`src/rtl/pipeline_pkg.sv`:
```
// Shared encodings for the pipeline: memCtrl/wrCtrl bit positions,
// access-size codes and the memory-stage FSM states.
`timescale 1ns/1ps
package pipeline_pkg;

   localparam logic [1:0] SIZE_BYTE = 2'b00;
   localparam logic [1:0] SIZE_HALF = 2'b01;
   localparam logic [1:0] SIZE_WORD = 2'b10;

   localparam int MC_READ    = 0;
   localparam int MC_WRITE   = 1;
   localparam int MC_SIZE_LO = 2;
   localparam int MC_SIGNED  = 4;

   localparam int WC_REG_WRITE  = 0;
   localparam int WC_MEM_TO_REG = 1;

   typedef enum logic {
      IDLE,
      WAIT
   } mem_state_e;

endpackage

```
`src/rtl/pipeline_load_align.sv`:
```
// Big-endian load lane selection with zero/sign extension.
`timescale 1ns/1ps
module pipeline_load_align
   import pipeline_pkg::*;
(
   input  logic [1:0]  i_addr,
   input  logic [1:0]  i_data_size,
   input  logic        i_load_signed,
   input  logic [31:0] i_rdata,
   output logic [31:0] o_data
);

   logic [7:0]  w_byte;
   logic [15:0] w_half;

   // Offset 0 is the most significant lane.
   always_comb begin
      // NOTE: every combinational output gets a default first so no path infers a latch.
      w_byte = i_rdata[31:24];
      case (i_addr)
         2'd0:    w_byte = i_rdata[31:24];
         2'd1:    w_byte = i_rdata[23:16];
         2'd2:    w_byte = i_rdata[15:8];
         default: w_byte = i_rdata[7:0];
      endcase
   end

   assign w_half = i_addr[1] ? i_rdata[15:0] : i_rdata[31:16];

   always_comb begin
      o_data = i_rdata;
      case (i_data_size)
         SIZE_BYTE: o_data = {{24{i_load_signed & w_byte[7]}}, w_byte};
         SIZE_HALF: o_data = {{16{i_load_signed & w_half[15]}}, w_half};
         default:   o_data = i_rdata;
      endcase
   end

endmodule

```
`src/rtl/pipeline_mem_stage.sv`:
```
// Memory-access stage: drives the data-memory port, stalls on a slow memory
// with a bounded wait, aligns load data and registers MEM/WB.
`timescale 1ns/1ps
module pipeline_mem_stage
   import pipeline_pkg::*;
#(
   parameter int TIMEOUT = 15
)
(
   input  logic        clk,
   input  logic        reset,
   input  logic        exMemValid,
   input  logic [31:0] aluResult,
   input  logic [31:0] storeData,
   input  logic [4:0]  exMemRw,
   input  logic [4:0]  memCtrl,
   input  logic [1:0]  wrCtrl,
   output logic        dmemReq,
   output logic        dmemWe,
   output logic [31:0] dmemAddr,
   output logic [3:0]  dmemByteEn,
   output logic [31:0] dmemWdata,
   input  logic [31:0] dmemRdata,
   input  logic        dmemReady,
   output logic        memStall,
   output logic        memWbValid,
   output logic        memWbRegWrite,
   output logic [4:0]  memWbRw,
   output logic [31:0] memWbData,
   output logic        misalignErr,
   output logic        busErr
);

   localparam int CW = $clog2(TIMEOUT + 1);

   mem_state_e    r_state;
   mem_state_e    w_state_nxt;
   logic [CW-1:0] r_wait_cnt;

   logic        r_wb_valid, r_wb_reg_write, r_misalign_err, r_bus_err;
   logic [4:0]  r_wb_rw;
   logic [31:0] r_wb_data;

   logic [1:0]  w_size, w_off;
   logic        w_mem_read, w_mem_write, w_mem_op;
   logic        w_bad_align, w_misalign;
   logic        w_req, w_timeout_hit, w_abort, w_stall;
   logic [3:0]  w_byte_en;
   logic [31:0] w_wdata, w_load_data;

   assign w_size      = memCtrl[MC_SIZE_LO +: 2];
   assign w_off       = aluResult[1:0];
   assign w_mem_read  = exMemValid && memCtrl[MC_READ];
   assign w_mem_write = exMemValid && memCtrl[MC_WRITE];
   assign w_mem_op    = w_mem_read || w_mem_write;

   always_comb begin
      w_bad_align = 1'b0;
      case (w_size)
         SIZE_BYTE: w_bad_align = 1'b0;
         SIZE_HALF: w_bad_align = w_off[0];
         default:   w_bad_align = (w_off != 2'b00);
      endcase
   end

   assign w_misalign = w_mem_op && w_bad_align;

   // Request generation and next state; reset masks the request immediately.
   always_comb begin
      w_state_nxt   = r_state;
      w_req         = 1'b0;
      w_timeout_hit = 1'b0;
      if (!reset) begin
         case (r_state)
            IDLE: begin
               w_req = w_mem_op && !w_misalign;
               if (w_req && !dmemReady) w_state_nxt = WAIT;
            end
            WAIT: begin
               w_req         = 1'b1;
               w_timeout_hit = (r_wait_cnt == CW'(TIMEOUT));
               if (dmemReady || w_timeout_hit) w_state_nxt = IDLE;
            end
            default: w_state_nxt = IDLE;
         endcase
      end
   end

   assign w_stall = w_req && !dmemReady && !w_timeout_hit;
   assign w_abort = w_timeout_hit && !dmemReady;

   always_comb begin
      w_byte_en = 4'b1111;
      w_wdata   = storeData;
      case (w_size)
         SIZE_BYTE: begin
            w_byte_en = 4'b1000 >> w_off;
            w_wdata   = {4{storeData[7:0]}};
         end
         SIZE_HALF: begin
            w_byte_en = w_off[1] ? 4'b0011 : 4'b1100;
            w_wdata   = {2{storeData[15:0]}};
         end
         default: begin
            w_byte_en = 4'b1111;
            w_wdata   = storeData;
         end
      endcase
   end

   pipeline_load_align u_load_align (
      .i_addr        (w_off),
      .i_data_size   (w_size),
      .i_load_signed (memCtrl[MC_SIGNED]),
      .i_rdata       (dmemRdata),
      .o_data        (w_load_data)
   );

   // EX/MEM is frozen during a stall, so the port stays stable in WAIT.
   assign dmemReq    = w_req;
   assign dmemWe     = w_req && w_mem_write;
   assign dmemAddr   = w_req ? {aluResult[31:2], 2'b00} : 32'h0;
   assign dmemByteEn = w_req ? w_byte_en : 4'b0000;
   assign dmemWdata  = w_req ? w_wdata : 32'h0;
   assign memStall   = w_stall;

   always_ff @(posedge clk) begin
      // NOTE: sequential state uses non-blocking assignments so every flop samples pre-edge values.
      if (reset) begin
         r_state    <= IDLE;
         r_wait_cnt <= '0;
      end else begin
         r_state <= w_state_nxt;
         if (w_state_nxt == IDLE) r_wait_cnt <= '0;
         else                     r_wait_cnt <= r_wait_cnt + CW'(1);
      end
   end

   always_ff @(posedge clk) begin
      if (reset) begin
         r_wb_valid     <= 1'b0;
         r_wb_reg_write <= 1'b0;
         r_wb_rw        <= '0;
         r_wb_data      <= '0;
         r_misalign_err <= 1'b0;
         r_bus_err      <= 1'b0;
      end else begin
         if (w_stall) begin
            r_wb_valid     <= 1'b0;
            r_wb_reg_write <= 1'b0;
            r_wb_rw        <= '0;
            r_wb_data      <= '0;
         end else begin
            r_wb_valid     <= exMemValid;
            r_wb_reg_write <= exMemValid && wrCtrl[WC_REG_WRITE] && !w_misalign && !w_abort;
            r_wb_rw        <= exMemValid ? exMemRw : 5'd0;
            if (!exMemValid)                            r_wb_data <= '0;
            else if (wrCtrl[WC_MEM_TO_REG] && w_mem_read) r_wb_data <= w_load_data;
            else                                        r_wb_data <= aluResult;
         end
         if (w_misalign) r_misalign_err <= 1'b1;
         if (w_abort)    r_bus_err      <= 1'b1;
      end
   end

   assign memWbValid    = r_wb_valid;
   assign memWbRegWrite = r_wb_reg_write;
   assign memWbRw       = r_wb_rw;
   assign memWbData     = r_wb_data;
   assign misalignErr   = r_misalign_err;
   assign busErr        = r_bus_err;

endmodule
```
`config.mk`:
```
export PLATFORM = sky130hd
export DESIGN_NAME = pipeline_mem_stage
export DESIGN_NICKNAME = d
export VERILOG_FILES = /design/src/rtl/pipeline_pkg.sv /design/src/rtl/pipeline_load_align.sv /design/src/rtl/pipeline_mem_stage.sv
export SDC_FILE = /design/constraint.sdc
export NUM_CORES = 1
export LEC_CHECK = 0
export ABC_CLOCK_PERIOD_IN_PS = 4650
export CAP_MARGIN = 20
export CORE_MARGIN = 5
export CORE_UTILIZATION = 37
export DETAILED_ROUTE_END_ITERATION = 6
export PLACE_DENSITY = 0.95
export SLEW_MARGIN = 5
export SYNTH_ARGS = -nofsm -noshare
export SYNTH_HDL_FRONTEND = slang
export SYNTH_SLANG_ARGS = --single-unit
```
`constraint.sdc`:
```
create_clock -name clk -period 4.65 [get_ports clk]
set_input_delay 0.6975 -clock clk [delete_from_list [all_inputs] [get_ports clk]]
set_output_delay 0.6975 -clock clk [all_outputs]
set_load 0.03 [all_outputs]
```
# Word-level counts from Yosys, hierarchy flattened
# Cells that the tools add are included.
op_classes:
  add_sub_neg: 1
  n_eq_ne: 4
  shift: 1
  muxes: 19
  bitwise: 5
  n_reduce_logical: 25
ops:
  columns: ["operator", "n"]
  rows:
  - ["$pmux 32 s2", 2]
  - ["$mux 32", 3]
  - ["$pmux 8 s3", 1]
  - ["$mux 16", 1]
  - ["$logic_and 1x1->1", 13]
  - ["$mux 4", 2]
  - ["$pmux 4 s2", 1]
  - ["$mux 1", 6]
  - ["$pmux 1 s2", 3]
  - ["$add 4x1->4 const B", 1]
  - ["$eq 2x1->1 const B", 2]
  - ["$eq 4x4->1 const B", 1]
  - ["$logic_not 1->1", 4]
  - ["$logic_not 2->1", 2]
  - ["$reduce_or 2->1", 2]
  - ["$shr 4x2->4 const A", 1]
  - ["$not 1->1", 3]
  - ["$reduce_or 3->1", 1]
  - ["$and 1x1->1", 2]
  - ["$eq 2x2->1 const B", 1]
  - ["$logic_or 1x1->1", 2]
  - ["$reduce_bool 2->1", 1]
totals:
  reg_bits: 46
  in_bits: 112
  output_inout_bits: 112

# Longest topological paths before layout
# Gate-level depths: netlist of the first run.
logic_depth:
  depth_word: 11
  depth_mapped: 7
  mapped_depth_nobuf: 5

# Hierarchy
# A second synthesis of the first run with hierarchy kept.
hier_totals:
  cells_unflattened: 404
  hier_area_um2: 3286.9
by_module_without_submodules:
  columns: ["mod", "instances", "cells_each", "area_per_inst_um2"]
  rows:
  - ["pipeline_mem_stage", 1, 297, 2457.4]
  - ["pipeline_load_align", 1, 107, 829.5]

# Worst setup path before layout of the first run
# Ideal clock, no wire load.
synth_path:
  kind: "input to output"
  start: "input aluResult[1]"
  end: "output dmemAddr[30]"
  arrival_time_ns: 2.282
  required_time_ns: 3.953
  slack_ns: 1.671
  stages: 7
  cell_sequence: "buf_6 > o21ai_0 > a31oi_1 > or2_2 > inv_1 > clkbuf_1 > and2_1"
synth_between:
  elab_chain_len: 8
synth_rtl:
  columns: ["item", "line", "source"]
  rows:
  - ["start: declaration", "pipeline_mem_stage.sv:13", "input logic [31:0] aluResult,"]
  - ["$reduce_bool 2->1", "pipeline_mem_stage.sv:62", "default: w_bad_align = (w_off != 2'b00);"]
  - ["$pmux 1 s2", "pipeline_mem_stage.sv:59", "case (w_size)"]
  - ["$logic_and 1x1->1", "pipeline_mem_stage.sv:66", "assign w_misalign = w_mem_op && w_bad_align;"]
  - ["$logic_not 1->1", "pipeline_mem_stage.sv:76", "w_req = w_mem_op && !w_misalign;"]
  - ["$logic_and 1x1->1", "pipeline_mem_stage.sv:76", null]
  - ["$pmux 1 s2", "pipeline_mem_stage.sv:74", "case (r_state)"]
  - ["$mux 1", "pipeline_mem_stage.sv:73", "if (!reset) begin"]
  - ["named net dmemReq", "pipeline_mem_stage.sv:18", "output logic dmemReq,"]
  - ["$mux 32", "pipeline_mem_stage.sv:122", "assign dmemAddr = w_req ? {aluResult[31:2], 2'b00} : 32'h0;"]
  - ["end: declaration", "pipeline_mem_stage.sv:20", "output logic [31:0] dmemAddr,"]
# The timed path passes the listed nets, and every way through them passes these cells.

# Worst setup path after layout of the first run
layout_path:
  start: "input exMemValid"
  end: "output dmemAddr[14]"
layout_between:
  elab_chain_len: 8
  elab_cells_between_ends: 9
  classes_between: "mux: 3; reduce/logical: 6"
layout_rtl:
  columns: ["item", "line", "source"]
  rows:
  - ["start: declaration", "pipeline_mem_stage.sv:12", "input logic exMemValid,"]
  - ["$logic_and 1x1->1, on equally long branches", "pipeline_mem_stage.sv:53, pipeline_mem_stage.sv:54", null]
  - ["$logic_or 1x1->1 *", "pipeline_mem_stage.sv:55", "assign w_mem_op = w_mem_read || w_mem_write;"]
  - ["$logic_and 1x1->1", "pipeline_mem_stage.sv:66", null]
  - ["$logic_not 1->1", "pipeline_mem_stage.sv:76", null]
  - ["$logic_and 1x1->1 *", "pipeline_mem_stage.sv:76", null]
  - ["$pmux 1 s2 *", "pipeline_mem_stage.sv:74", null]
  - ["$mux 1 *", "pipeline_mem_stage.sv:73", null]
  - ["$mux 32 *", "pipeline_mem_stage.sv:122", null]
# Every way passes the cells marked *; elsewhere a longest branch is shown, timed or not.

==> results of run 1 <==
## worst paths after layout
check	start	end	slack, ns	cells after the start
max	exMemValid	dmemAddr[14]	0.56	8
min	r_wait_cnt[0]	r_wait_cnt[0]	0.50	1
max reg2reg	r_wait_cnt[0]	memWbData[20]	2.91	5
min reg2reg	r_wait_cnt[0]	r_wait_cnt[0]	0.50	1
## registers in the layout, indices dropped and copies added, names as in the netlist
name and cells:
memWbData 32, memWbRw 5, r_wait_cnt 4, busErr 1, memWbRegWrite 1, memWbValid 1
misalignErr 1, r_state 1
## cell families after synthesis
kind of cell | after synthesis | share of synthesized area
compound gates | 97 | 0.225
xor+xnor | 2 | 0.00606
fa+ha+maj | 1 | 0.00433
buf+inv | 46 | 0.0701
flops | 46 | 0.318
mux | 25 | 0.0913
other cells | 1 | 0.00130
simple gates | 177 | 0.283
## worst max-delay path, stage by stage
cell and delay, ns:
clkdlybuf4s50_1 0.58, o21a_1 0.18, a31oi_1 0.15, or2_2 0.33
inv_1 0.39, buf_12 0.22, and2_1 0.14, clkdlybuf4s50_1 0.69
## where the power goes
part | internal [W] | leakage [nW] | total [W] | switching (W)
clock | 0.000161 | 0.0585 | 0.000305 | 0.000144
combinational | 0.000199 | 1.67 | 0.000415 | 0.000216
sequential | 0.000411 | 0.377 | 0.000416 | 0.00000495
## routing by layer
layer	part of all wire	vias to the layer above	global-route usage
met2	0.52	192	0.464
li1	-	1761	-
met4	0.020	0	0.0599
met5	0	-	0
met3	0.093	20	0.0757
met1	0.37	1699	0.255
## layout by cell type (no fill, tap or decap), types with 2 or more instances in the layout
cell type	n
o21ai_0	9
buf_4	8
nand2_1	37
conb_1	2
dfxtp_1	46
and2_1	39
a21oi_1	30
mux2i_1	23
clkbuf_8	5
o31ai_1	2
a31oi_1	3
nor2_1	79
nand3_1	2
or4_1	2
nor3_1	3
a22oi_1	7
clkdlybuf4s50_1	218
a22o_1	8
or2_2	3
inv_1	13
and3_1	7
a211oi_1	30
## per-stage QoR
stage          cells  instance area, sq um  hold slack, ns  total power [W]
3_5_place_dp     693                  5150           0.465         0.000839
5_1_grt          702                  5280           0.518          0.00119
3_3_place_gp     693                  5150           0.428         0.000832
2_1_floorplan    396                  2900           0.418         0.000625
4_1_cts          701                  5270           0.493          0.00114
6_report         702                  5280           0.496          0.00114
## area by class of cell
class	count	area, sq um	area share
clock inverter	3	43.8	0.00829
sequential	46	921	0.174
inverter	13	48.8	0.00924
clock buffer	5	68.8	0.0130
timing repair buffer	229	2280	0.432
multi-input combinational	304	1790	0.339
tap	102	128	0.0242
==> results.md, run 1 <==
- The run finished with clean final reports.
- The cell row count is 32.
- In this run the mean area of a mapped cell was 7.32 sq um.
- In the routed design, unresolved DRC markers number 0.
- The total global-route track usage is 0.242.
- Headroom to the max-slew limit came out at 0.416.
- STA classifies the critical path endpoint as an output pin.
- The cell count after synthesis came out at 395.
- The diode insertion count for antenna repair is 0.
- For this design, the CTS-stage hold fixing added 0 buffers.
- The count of input and output buffers is 221.
- The overall overflow remaining after global route is 0.
- Of the available clock period, the critical path in the final layout requires 0.880.
- 224 I/O pins were placed.
- Of the cells placed in the final design, the portion with a size suffix greater than 1 is 0.0433.
- From synthesis to final layout, the design area changed by 82.6%.
- The count of state elements after synthesis is 46.
- The power per cell area is 215 nW/um^2.
- Of all flip-flops after synthesis, the portion carrying an async set or reset was 0.
- The count of final hold-check violations is 0.
- The highest achievable clock rate is 0.244 GHz.
- The most used standard cell by instance count after synthesis is nor2_1.
- In the final design database the tool counted 712 nets.
- The first TritonRoute pass finished after 4 iterations.
- The root buffer cell chosen for the clock tree is clkbuf_8.
- The maximum level of the CTS H-tree is 2.
- The total number of vias is 3672.
- The final sum of negative setup slack is 0 ns.
- The pre-CTS setup slack is 0.549 ns.
- The worst setup path is of the in2out kind.
- Setup violations remaining at the end of the flow were counted as 0.
- At the end of routability-driven placement, the weighted congestion stood at 0.842.
- The first-pass GRT wire length is 19100 um.
- The clock edge transition at the registers on the reported setup and hold paths is 0.10 ns.
- The area of the die is 9680 sq um.
- STA puts the critical path data required time at 3.95 ns.
- For this configuration, the core starts out at a cell density of 0.376.
- In this run the static leakage power is 2.11 nW.
- Synthesis instantiated 42 different standard cells from the library.
- The clock skew is 0.0118 ns.
- The post-DP HPWL is 9840 um.
- At the end of the flow the core is filled with cells to 0.687.
- The via count of the first global-routing pass was 3721.
- The post-synthesis cell type with the largest combined area is dfxtp_1.
- Wires add up to 12400 um.
- The count of nets left with antenna violations once routing finished came out at 0.
- The routed design could run at a clock period as short as 4.09 ns.
- The number of synthesized flops with an enable pin is 0.
- In this run, CTS created clock tree buffers numbering 5.
- The count of buffers added by post-CTS timing repair for setup is 0.
- Setup repair after global routing left no endpoint under its margin.
- The clock tree from TritonCTS is built.
- Of all nets on the critical path, the largest fanout is 24.
- The proportion of netlist area held by the largest area contributor is 0.318.
- The cell area that synthesis handed to floorplanning was 2890 sq um.
- The initial antenna violation count is 0.
- The maximum VDD drop is 0.114 mV.
- The slew at the pin closest to its max-slew limit is 0.873 ns.
- The min-delay analysis places its worst path in the category reg2reg.
- After synthesis, the most frequently instantiated cells are 79 x nor2_1, 46 x dfxtp_1, 39 x and2_1.
- Post-CTS repair changed the size of 0 cells.
- The chip width is 98.4 um.
- The region available for standard cell placement spans 7690 sq um.
- Across the run, the number of max-cap violations was 0.
- The wire length per cell is 17.6 um.
- The layout has 612 filler cells.
- The largest net degree at the start of global routing is 59.
- The total number of yosys warnings is 0.
- The number of max-slew violations in the final report was 0.
- In this run the deepest clock path goes through 2 buffers.
- Using the TritonRoute via totals, the vias-per-cell ratio works out to 5.23.
- STA puts the critical path data arrival time at 3.40 ns.
- The element type at the critical path start is an input pin.
- The clock network latency to the later pin of the worst-skew pair is 0.30 ns.
- The vertical die dimension is 98.4 um.
- In the post-route analysis, the smallest setup slack over all paths is 0.557 ns.
- The starting DRC count in detailed routing is 121.
- Sorting the synthesized cells by area gives the leading types as dfxtp_1 32%, nor2_1 10%, and2_1 8.4%, mux2i_1 8.0%, a211oi_1 7.8%.
- The commonest register cell after synthesis is dfxtp_1.
- The tree built by TritonCTS fans out to 46 sinks.
- For this run, the register share of the synthesized area comes to 0.318.
Power figures use the tool's default switching activity.
==> run 2: changes to the inputs <==
--- a/config.mk
+++ b/config.mk
@@ -8,9 +8,9 @@
 export ABC_CLOCK_PERIOD_IN_PS = 4650
 export CAP_MARGIN = 20
 export CORE_MARGIN = 5
-export CORE_UTILIZATION = 37
+export CORE_UTILIZATION = 30
 export DETAILED_ROUTE_END_ITERATION = 6
-export PLACE_DENSITY = 0.95
+export PLACE_DENSITY = 0.82
 export SLEW_MARGIN = 5
 export SYNTH_ARGS = -nofsm -noshare
 export SYNTH_HDL_FRONTEND = slang
==> run 2 against run 1 <==
  * Routed wire length rose by 1.5%
  * Clock skew fell by 0.0064 ns
  * Highest routed layer unchanged
  * Maximum frequency fell by 2.1%
  * Non-clock buffer count fell by 1
  * Clock-buffer cell count rose by 1
  * Sequential cell count did not move
  * Critical endpoint is now dmemWe
  * Global-route usage fell by 3.7 points
  * Die area rose by 21%
==> results.md, run 2 (same netlist as run 1, synthesis figures left out) <==
- The via count of the first global-routing pass is 3748.
- At the later pin of the worst-skew pair, clock insertion delay measures 0.29 ns.
- Post-CTS timing repair inserted 0 buffers for setup.
- Setup violations remaining at the end of the flow were counted as 0.
- The worst path arrival time is 3.48 ns.
- The post-DP HPWL is 9780 um.
- The clock tree root driver cell is clkbuf_8.
- The count of final hold-check violations is 0.
- Of the total power, the share spent switching nets is 0.335.
- The critical path is of the in2out type.
- The initial standard-cell utilization of the core is 0.310.
- Internal power comes to 0.000715 W.
- TritonCTS built the clock tree.
- The detailed router placed 3613 vias in this run.
- The detailed route wirelength on metal3 is 1610 um.
- The element type at the critical path start is an input pin.
- The portion of total power attributed to sequential cells is 0.387.
- Setup repair after global routing left no endpoint under its margin.
- The first-pass GRT wire length is 19000 um.
- The length of routed wiring on met1 is 4550 um.
- In the final layout, the share of cells above drive strength 1 is 0.0417.
- The highest metal layer with signal wires is met4.
- The number of max-slew violations in the final report is 0.
- The number of instances resized during post-cts repair is 0.
- The total length of routed wires is 12600 um.
- The longest clock path from root to sink contains 2 buffers.
- The kind of path behind the tightest hold check is reg2reg.
- After the first detailed-routing iteration, the DRC count stood at 146.
- The first TritonRoute pass finished after 4 iterations.
- Based on the critical path, the design can be clocked at up to 0.239 GHz.
- The cell row count is 35.
- In this run the tool buffered the top-level ports with 221 buffer cells.
- The combinational group share of total power is 0.383.
- The layout overhead on the synthesized area is 82.1%.
- At the worst endpoint, the required time is 3.95 ns.
- The total I/O pin count is 224.
- Routability-driven placement finished with a final weighted congestion of 0.849.
- The total global-route track usage is 0.205.
- The kind of end point of the critical path is an output pin.
- The clock sink count is 46.
- The maximum VDD drop is 0.124 mV.
- The initial antenna violation count is 0.
- The largest net degree at the start of global routing is 50.
- The worst path needs 4.18 ns of the cycle, external delays included.
- The most common library cell in the layout ignoring fill and taps is clkdlybuf4s50_1.
- Across the run, the number of max-cap violations was 0.
- The overall overflow remaining after global route is 0.
- The met2 wirelength from detailed routing is 6240 um.
- The net count of the finished layout is 711.
- In this run the tightest slew margin relative to its limit is 0.391.
- The number of nets with antenna violations after routing is 0.
- In the final routed layout, each cell accounts on average for 17.2 um.
- The register with the most flip-flops in the layout has 32 of them.
- The core area is 9330 sq um.
- The library cells used most frequently in the layout, excluding fill and tap cells, are 217 x clkdlybuf4s50_1, 79 x nor2_1, 46 x dfxtp_1, 39 x and2_1, 37 x nand2_1.
- The clock skew is 0.00534 ns.
- The diode insertion count for antenna repair is 0.
- Buffers inserted during clock tree synthesis total 5.
- The run finished with clean final reports.
- The maximum level of the CTS H-tree is 2.
- The chip width is 108 um.
- The power per cell area is 204 nW/um^2.
- The area of the die is 11700 sq um.
- The proportion of power drawn by the clock network is 0.230.
- The net switching power is 0.000360 W.
- At the pin with the least slew margin, the transition time is 0.910 ns.
- In the finished design, the share of the clock period the worst path needs comes to 0.899.
- The count of hold buffers inserted by post-cts repair is 0.
- The via-per-instance ratio is 4.96.
- The number of DRC violations after detailed routing is 0.
- The floorplan step set the die height to 108 um.
- The analysis attributes to cell leakage a power of 2.09 nW.
- The clock edge transition at the registers on the reported setup and hold paths is 0.09 ns.
- Along the worst path, the maximum fanout reaches 40.
- At the end of the flow the core is filled with cells to 0.565.
- The final sum of negative setup slack is 0 ns.
## run 2: cell types whose count changed in the layout (fill, tap and decap cells not counted)
cell,delta
clkinv_4,+1
inv_6,-1
buf_12,-1
clkdlybuf4s50_1,-1
bufinv_16,-1
clkbuf_1,+1
buf_4,+1
## run 2: area by class of cell
class | count | area (sq um)
repair buffers | 228 | 2260
flip-flops and latches | 46 | 921
multi-input cells | 304 | 1790
inverters | 13 | 48.8
clock inverters | 2 | 13.8
fillers | 846 | 4060
clock buffers | 6 | 72.6
well taps | 129 | 161
## run 2: worst max-delay path, cell delays in order
cell and delay (ns):
clkdlybuf4s50_1 0.46, o21ai_0 0.27, a31oi_1 0.20, or2_2 0.53, inv_1 0.11, buf_4 0.33, and3_1 0.20, clkdlybuf4s50_1 0.67
## run 2: per-layer routing
metal / vias to the layer above / GRT usage
li1: 1757 / -
met1: 1633 / 0.213
met2: 209 / 0.384
met3: 14 / 0.0842
met4: 0 / 0.0451
met5: - / 0
## run 2: final timing paths
check | slack [ns] | cells past startpoint | startpoint | end
worst max-delay path | 0.47 | 8 | aluResult[0] | dmemWe
worst min-delay path | 0.47 | 1 | r_wait_cnt[0] | r_wait_cnt[0]
worst max register to register | 3.00 | 5 | r_wait_cnt[0] | memWbData[8]
worst min register to register | 0.47 | 1 | r_wait_cnt[0] | r_wait_cnt[0]
## run 2: power groups by stage
stage               clock (W)  combinational [W]  sequential [W]
detailed placement          0           0.000411        0.000426
CTS                  0.000258           0.000413        0.000416
floorplan                   0           0.000164        0.000460
global route         0.000270           0.000441        0.000418
global placement            0           0.000407        0.000425
finish               0.000247           0.000412        0.000416
## run 2: per-stage QoR
step           total power, W  area (sq um)  setup WS (ns)  instances  hold slack [ns]
4_1_cts               0.00109          5250          0.436        727            0.473
3_5_place_dp         0.000837          5160          0.438        719            0.451
6_report              0.00107          5270          0.469        728            0.471
2_1_floorplan        0.000625          2900           1.67        396            0.418
5_1_grt               0.00113          5270          0.213        728            0.516
3_3_place_gp         0.000833          5160          0.444        719            0.429
==> run 3: changes to the inputs <==
--- a/config.mk
+++ b/config.mk
@@ -5,7 +5,7 @@
 export SDC_FILE = /design/constraint.sdc
 export NUM_CORES = 1
 export LEC_CHECK = 0
-export ABC_CLOCK_PERIOD_IN_PS = 4650
+export ABC_CLOCK_PERIOD_IN_PS = 5400
 export CAP_MARGIN = 20
 export CORE_MARGIN = 5
 export CORE_UTILIZATION = 30
==> constraint.sdc (replaced) <==
create_clock -name clk -period 5.4 [get_ports clk]
set_input_delay 0.81 -clock clk [delete_from_list [all_inputs] [get_ports clk]]
set_output_delay 0.81 -clock clk [all_outputs]
set_load 0.03 [all_outputs]
==> run 3 against run 2 <==
  * First-iteration DRC count is 23% higher
  * Largest power group unchanged
  * Cell area is 0.14% lower
  * Die area stayed put
  * Critical path type unchanged
  * Critical endpoint is now dmemAddr[16]
==> results.md, run 3 (same netlist as run 1, synthesis figures left out) <==
- The flow ran to the end, and the final reports show no timing, DRC or antenna violations.
- The diode insertion count for antenna repair is 0.
- In this run the worst path has a maximum fanout of 29.
- The beginning of the worst register-to-register path is r_wait_cnt[0].
- The fraction of power spent switching nets is 0.332.
- The highest achievable clock rate is 0.202 GHz.
- Summed over all nets, the half-perimeter wirelength after detailed placement is 9980 um.
- Of the total power, registers draw 0.389.
- The worst reg2reg path depth is 5.
- The count of hold buffers inserted by post-cts repair is 0.
- The worst path arrival time is 4.15 ns.
- The clock edge transition at the registers on the reported setup and hold paths is 0.08 ns.
- The final setup violation count is 0.
- Gates resized during post-CTS repair numbered 0.
- The layout cell share with drive strength beyond 1 is 0.0401.
- Relative to the synthesized area, the layout overhead comes to 81.9%.
- For this configuration, the core starts out at a cell density of 0.310.
- In the global route stage, overall resource usage came out at 0.207.
- The number of max-slew violations in the final report is 0.
- The number of search-and-repair iterations in the first detailed-routing pass is 4.
- Before CTS, the worst setup slack after placement is 0.385 ns.
- The kind of path behind the tightest hold check is reg2reg.
- The register cell area after layout is 921 sq um.
- The net switching power is 0.000306 W.
- The clock drives 46 sinks.
- Setup slack closes at 0.437 ns.
- For the pin with the worst max-slew slack, the measured transition is 0.961 ns.
- After floorplanning, the core was sized to cover 9330 sq um.
- The routed design has 12700 um of wire.
- For hold timing, the worst endpoint is r_wait_cnt[0].
- The via count of the first global-routing pass came to 3723.
- STA classifies the critical path endpoint as an output pin.
- The critical path is of the in2out type.
- Buffers placed on the I/O ports in this run total 221.
- The worst setup path is launched from an input pin.
- The overall overflow remaining after global route is 0.
- The library cells used most frequently in the layout, excluding fill and tap cells, are 217 x clkdlybuf4s50_1, 79 x nor2_1, 46 x dfxtp_1, 39 x and2_1, 37 x nand2_1.
- For the final database, setup skew stands at 0.00643 ns.
- Setup repair after global routing left no endpoint under its margin.
- The count of nets after finishing is 710.
- In this run the most critical hold path is launched from r_wait_cnt[0].
- The clock tree from TritonCTS is built.
- The starting DRC count in detailed routing is 179.
- The die covers 11700 sq um.
- The reg-to-reg endpoint is memWbData[12].
- The footprint of the multi-input gates is 1790 sq um.
- The initial antenna violation count was 0.
- The number of CTS-inserted buffers is 5.
- The register with the most flip-flops in the layout has 32 of them.
- Counting the fill cells in the layout gives 862.
- At the end of routability-driven placement, the weighted congestion stood at 0.901.
- The total I/O pin count is 224.
- The H-tree was split into 2 levels.
- The count of nets left with antenna violations once routing finished came out at 0.
- The library cell used most frequently in the layout, excluding fill and tap cells, is clkdlybuf4s50_1.
- Along the worst hold path, the cell count comes to 1.
- The cell row count is 35.
- For the worst setup path, the data required time is 4.59 ns.
- The wire length per cell is 17.5 um.
- Once the clock tree was built, the setup fixing pass inserted 0 buffers.
- The clock network latency to the later pin of the worst-skew pair is 0.29 ns.
- Measured along the y axis, the die boundary spans 108 um.
- In this run the horizontal extent of the chip is 108 um.
- The proportion of power drawn by the clock network is 0.225.
- The via-per-instance ratio is 4.93.
- The reported max-cap violation count is 0.
- The first global-routing pass estimated 19100 um of wire.
- The largest net degree at the start of global routing is 59.
- In this run the static leakage power is 2.08 nW.
- The slack of the worst reg-to-reg path is 3.74 ns.
- The maximum clock insertion buffer count is 2.
- The worst slew margin relative to its limit is 0.357.
- The count of final hold-check violations came to 0.
- The cell sitting at the root of the clock tree is a clkbuf_8.
- The total number of vias is 3585.
- In the finished design, the share of the clock period the worst path needs comes to 0.919.
- In this run the power density over the cells is 175 nW/um^2.
- The final critical path time including I/O delays and setup is 4.96 ns.
- The total internal power is 0.000615 W.
- Adding up every negative setup slack in the final design gives 0 ns.
- The share of total power dissipated in combinational logic is 0.386.
- After detailed routing, the number of remaining DRC violations is 0.
- The maximum VDD drop is 0.109 mV.
## run 3: how the worst max path moves through the flow
stage / to / startpoint / depth (start not counted)
final: dmemAddr[16] / aluResult[0] / 8
after CTS: dmemAddr[16] / aluResult[0] / 8
after detailed placement: dmemAddr[16] / aluResult[0] / 8
after global placement: dmemAddr[7] / aluResult[0] / 8
after floorplan: dmemAddr[30] / aluResult[1] / 7
after global routing: dmemAddr[25] / aluResult[0] / 8
## run 3: power by group through the flow
stage	registers [W]	logic, W	clock network, W
4_1_cts	0.000359	0.000357	0.000216
6_report	0.000358	0.000355	0.000207
5_1_grt	0.000360	0.000381	0.000226
2_1_floorplan	0.000396	0.000141	0
3_3_place_gp	0.000366	0.000351	0
3_5_place_dp	0.000367	0.000356	0
## run 3: final cells by class
type                            count  share of cell area
Timing Repair Buffer              227               0.428
Clock inverter                      2             0.00262
Multi-Input combinational cell    304               0.340
Inverter                           13             0.00928
Sequential cell                    46               0.175
Clock buffer                        6              0.0138
Tap cell                          129              0.0307
## run 3: worst max-delay path, stage by stage
cell and delay, ns:
clkdlybuf4s50_1 0.62, o21ai_0 0.33, a31oi_1 0.19, or2_2 0.53, inv_1 0.49, buf_4 0.33, and2_1 0.17, clkdlybuf4s50_1 0.67
## run 3: metrics by stage
step | hold WS, ns | std cells | power [W] | instance area (sq um) | util
floorplan | 0.418 | 396 | 0.000538 | 2900 | -
global placement | 0.429 | 718 | 0.000717 | 5160 | 0.553
detailed placement | 0.444 | 718 | 0.000722 | 5160 | 0.553
CTS | 0.464 | 726 | 0.000932 | 5240 | 0.562
global route | 0.484 | 727 | 0.000967 | 5260 | 0.564
finish | 0.458 | 727 | 0.000921 | 5260 | 0.564
## run 3: routing by layer
layer | track usage | vias up | wire [um]
met5 | 0 | - | 0
met4 | 0.0559 | 0 | 236
met3 | 0.0716 | 18 | 1420
met2 | 0.381 | 198 | 6320
met1 | 0.224 | 1614 | 4730
li1 | - | 1755 | -
